$ cat src/rtl/mac_dbg_step_gate.sv
// Stream gate between streamer and MAC engine: free-running pass-through in RUN,
// halted or beat-metered in debug. Optional step_done pulse under MAC_DBG_STEP_DONE_IRQ_EN.
module mac_dbg_step_gate #(
    parameter int DATA_WIDTH     = 32,
    parameter int STEP_CNT_WIDTH = 16
) (
    input  logic                      clk_i,
    input  logic                      rst_i,
    input  logic                      clear_i,
    input  logic                      dbg_active_i,
    input  logic                      dbg_step_i,
    input  logic [STEP_CNT_WIDTH-1:0] step_len_i,
    input  logic                      in_valid_i,
    input  logic [DATA_WIDTH-1:0]     in_data_i,
    output logic                      in_ready_o,
    output logic                      out_valid_o,
    output logic [DATA_WIDTH-1:0]     out_data_o,
    input  logic                      out_ready_i,
    output logic [1:0]                state_o,
    output logic [STEP_CNT_WIDTH-1:0] step_rem_o,
    output logic [31:0]               beat_cnt_o,
    output logic                      step_done_o
);

    typedef enum logic [1:0] {
        RUN  = 2'd0,
        HALT = 2'd1,
        STEP = 2'd2
    } state_t;

    state_t                    state_q, state_d;
    logic [STEP_CNT_WIDTH-1:0] rem_q, rem_d;
    logic                      valid_q;
    logic [DATA_WIDTH-1:0]     data_q;
    logic [31:0]               cnt_q;
    logic                      gate_open;
    logic                      accept;
    logic                      handshake;

    // Valid/ready: a beat moves on a side exactly in the cycle where that side's
    // valid and ready are both high; valid never depends on ready, and in_ready_o
    // depends only on registered state and out_ready_i, never on in_valid_i.
    assign gate_open  = (state_q == RUN) || (state_q == STEP);
    assign in_ready_o = gate_open && (!valid_q || out_ready_i);
    assign accept     = in_valid_i && in_ready_o;
    assign handshake  = valid_q && out_ready_i;

    always_comb begin
        state_d = state_q;
        rem_d   = rem_q;
        case (state_q)
            RUN: begin
                if (dbg_active_i) state_d = HALT;
            end
            HALT: begin
                if (!dbg_active_i) begin
                    state_d = RUN;
                end else if (dbg_step_i) begin
                    state_d = STEP;
                    rem_d   = (step_len_i == '0) ? STEP_CNT_WIDTH'(1) : step_len_i;
                end
            end
            STEP: begin
                if (!dbg_active_i) begin
                    state_d = RUN;
                    rem_d   = '0;
                end else if (accept) begin
                    // rem <= 1 also catches a corrupted zero count so STEP cannot stick.
                    if (rem_q <= STEP_CNT_WIDTH'(1)) begin
                        state_d = HALT;
                        rem_d   = '0;
                    end else begin
                        rem_d = rem_q - STEP_CNT_WIDTH'(1);
                    end
                end
            end
            default: begin
                state_d = RUN;
                rem_d   = '0;
            end
        endcase
    end

    always_ff @(posedge clk_i) begin
        if (rst_i || clear_i) begin
            state_q <= RUN;
            rem_q   <= '0;
            valid_q <= 1'b0;
            data_q  <= '0;
            cnt_q   <= '0;
        end else begin
            state_q <= state_d;
            rem_q   <= rem_d;
            if (accept) begin
                valid_q <= 1'b1;
                data_q  <= in_data_i;
            end else if (handshake) begin
                valid_q <= 1'b0;
            end
            if (handshake) cnt_q <= cnt_q + 32'd1;
        end
    end

`ifdef MAC_DBG_STEP_DONE_IRQ_EN
    logic step_exhaust;
    logic done_q;

    assign step_exhaust = (state_q == STEP) && dbg_active_i && accept &&
                          (rem_q <= STEP_CNT_WIDTH'(1));

    always_ff @(posedge clk_i) begin
        if (rst_i || clear_i) done_q <= 1'b0;
        else                  done_q <= step_exhaust;
    end

    assign step_done_o = done_q;
`else
    assign step_done_o = 1'b0;
`endif

    assign out_valid_o = valid_q;
    assign out_data_o  = data_q;
    assign state_o     = state_q;
    assign step_rem_o  = rem_q;
    assign beat_cnt_o  = cnt_q;

endmodule

$ cat config.mk
export PLATFORM = sky130hd
export DESIGN_NAME = mac_dbg_step_gate
export DESIGN_NICKNAME = d
export VERILOG_FILES = /design/src/rtl/mac_dbg_step_gate.sv
export SDC_FILE = /design/constraint.sdc
export NUM_CORES = 1
export LEC_CHECK = 0
export ABC_AREA = 1
export BUFFER_PORTS_ARGS = -buffer_cell sky130_fd_sc_hd__buf_2
export CORE_ASPECT_RATIO = 0.9
export CORE_MARGIN = 3
export CORE_UTILIZATION = 55
export DETAILED_ROUTE_END_ITERATION = 8
export MAX_ROUTING_LAYER = met4
export PLACE_DENSITY = 0.86
export SYNTH_ARGS = -nofsm -noshare
export SYNTH_HDL_FRONTEND = slang
export SYNTH_SLANG_ARGS = --single-unit
$ cat constraint.sdc
create_clock -name clk_i -period 4.6 [get_ports clk_i]
set_clock_uncertainty 0.1 [all_clocks]
set_input_delay 0.23 -clock clk_i [delete_from_list [all_inputs] [get_ports clk_i]]
set_output_delay 0.23 -clock clk_i [all_outputs]
set_load 0.005 [all_outputs]
==> metrics.txt <==
critical path arrival=2.62 ns; met2 Use GR=0.431; dpl cells=856; WP buf/inv=2; critical path endpoint category=register; fin crit share=0.531; share of cells above drive strength 1=0.242; Post-CTS Setup Bufs=0; Worst-Skew Late Latency=between 0.3 and 0.4 ns; NumNets Final=833; Switching Fraction=0.269; Setup crit start kind=register; io pins=140; synth cell count leaders=nand2_1, dfxtp_1, nor2_1; Vias/cell=between 5 and 6; Root Driver=clkbuf_8; EDFF count, synth=0; GR Overflow Total=0; CP Cell Sequence=inv_1, ha_1, o21a_1, buf_4, nand2_4, nand2_4, nand2_4, nor2_8, nand2_1, a21oi_2; Internal=about 1.1 mW; first-pass GRT wire length=19600 um; worst hold path type=in2reg; unrepaired setup endpoints after global routing=no; Row Count=30; Initial Utilization=0.572; crit path kind=reg2reg; Static Leak=2.37 nW; Die Area=roughly 0.0090 mm^2; hold slack=approximately 0.026 ns; family with the most delay on the worst path=simple AND/OR/NAND/NOR gates; antenna violations before repair=0; Post-DP HPWL=approximately 8800 um; Most used DFF post-synth=dfxtp_1; global-route track usage on met3=0.0649; clock slew at reported path FFs=around 0.1 ns; count of unique library cells instantiated by Yosys=34; final setup fails=0; Crit path depth=10; switching pwr=0.387 mW; Worst Reg-to-Reg Cells=10; sequential-to-total area share from yosys stat=0.381; final wirelength=11800 um; CTS tree=built; WHS Path Cells=3; most common cell in the synthesized netlist=nand2_1; worst slew pin tran=roughly 1.1 ns; peak supply drop=around 0.22 mV; antenna viol nets, final=0; synthesized area=about 0.0044 mm^2; Total GRT Usage=0.268; CTS max path bufs=2; total power=approximately 1.4 mW; total CTS buffers=9; GR Layer Usage met1=0.331; R2R Setup Slk=2.16 ns; final hold vios=0; GPL Wtd Cong=around 0.9; Warnings, synthesis=0; Top cell by count, worst path=nand2_4; CP max stage cell=dfxtp_1; Critical R2R Capture=step_rem_o[8]; Syn Nets=roughly 710; DR vias=4655; fillers=around 670; status=complete, no violations; grt peak-use layer=met2; Yosys top cell by area=dfxtp_1; Die W=99.8 um; drt drc=0; Max-cap violations=0; top post-synthesis cells by area=dfxtp_1, nand2_1, a21oi_1, nor2_1, nand3_1; CTS sink cnt=83; Ant. Diodes=0; post-synthesis register bit count=83; CTS H-Tree Depth=3; First-pass DRT Iterations=5; Worst Path Required=between 4 and 5 ns; Finished Cell Area=0.00526 mm^2; Setup TNS=0 ns; Comb power frac=0.103; RR Startpoint=state_o[0]; CP max FO=34; Resized cells post-CTS=0; relative slew slack=0.248; fin. max-slew vios=0; fmax=just over 400 MHz; Hold Buf Count CTS=0; Synth-to-Final Area Change=20.8%; IO buf count=~140; final critical-path required period=about 2.4 ns; slowest stage delay, CP=between 0.3 and 0.4 ns; Die Ht=90.4 um; post-placement cell area=0.00505 mm^2; Layout Cells excl Fill=between 800 and 900; Worst Hold End=out_data_o[21]; number of DRC markers in iteration 0=239; syn_area_per_cell=a little under 7 um^2; Post-synth ARST share=0; Mapped Cells=between 600 and 700; clock share of power=0.385; CORE AREA=between 0.007 and 0.008 mm^2; WL per Instance=about 14 um; vias in the first global route=around 4300; largest net degree at the start of global routing=44; share of the synthesized area in the top cell type=0.381; P per Cell Area=274 mW/mm^2; power share of the sequential group=0.512; hold path start=in_data_i[21]
## power by group through the flow
stage          Combinational, mW  Clock [mW]  Sequential (mW)
3_3_place_gp               0.143           0            0.753
2_1_floorplan             0.0931           0            0.755
4_1_cts                    0.148       0.560            0.737
3_5_place_dp               0.147           0            0.754
6_report                   0.148       0.556            0.737
5_1_grt                    0.165       0.586            0.739
## final cells by class
cell class / instances / area, um^2 / area share
clock inverters: 6 / 72.6 / 0.0138
multi-input cells: 480 / 2350 / 0.447
clock buffers: 10 / 138 / 0.0262
inverters: 57 / 214 / 0.0407
flip-flops and latches: 83 / 1660 / 0.316
repair buffers: 140 / 706 / 0.134
well taps: 96 / 120 / 0.0228
## worst register-to-register path, cell delays in order (launching register included)
cell and delay (ns):
dfxtp_1 0.35, inv_1 0.11, ha_1 0.20, o21a_1 0.12, buf_4 0.32, nand2_4 0.31, nand2_4 0.17, nand2_4 0.16
nor2_8 0.28, nand2_1 0.12, a21oi_2 0.12
## state kept, by name, summed over array words and instances, names as in the netlist
signal and cells:
beat_cnt_o 32, out_data_o 32, out_valid_o 1, state_o 2, step_rem_o 16
## per-layer routing
layer  vias to the layer above  routed length, um
met5                         -                  0
met4                         0                221
met3                        20               1010
met2                       191               5640
met1                      2133               4970
li1                       2311                  -
## how the worst max path moves through the flow
stage,start,endpoint
6_report,state_o[0],step_rem_o[8]
5_1_grt,state_o[0],step_rem_o[10]
4_1_cts,state_o[0],step_rem_o[8]
3_5_place_dp,rst_i,beat_cnt_o[4]
3_3_place_gp,clear_i,beat_cnt_o[2]
2_1_floorplan,state_o[0],step_rem_o[2]
## cell usage in the layout, fill, tap and decap left out, types with 4 or more instances in the layout
cell type,count
buf_2,138
inv_1,55
clkbuf_8,10
xor2_1,11
a21oi_2,8
nand3_1,54
nand2_1,185
nor2_1,75
nor3_1,13
xnor2_1,6
a21oi_1,60
dfxtp_1,83
nor2_2,6
o22ai_1,4
ha_1,7
o21ai_0,19
nor2_4,4
## cell families (layout without fill, tap and decap cells)
family                   count (synthesis)  after routing  share of synthesized area
other                                    1              1                   0.000861
AND/OR/NAND/NOR                        358            358                      0.363
buffers and inverters                   83            213                     0.0790
adder cells (fa/ha/maj)                  7              7                     0.0201
XOR/XNOR                                17             17                     0.0342
AO/OA/AOI/OAI                           97             97                      0.121
flip-flops                              83             83                      0.381
## per-stage QoR
| step | utilization | worst slack (ns) |
|---|---|---|
| 2_1_floorplan | - | 2.84 |
| 3_3_place_gp | 0.663 | 2.18 |
| 3_5_place_dp | 0.663 | 2.11 |
| 4_1_cts | 0.690 | 2.17 |
| 5_1_grt | 0.690 | 1.93 |
| 6_report | 0.690 | 2.16 |
Power figures use the tool's default switching activity.
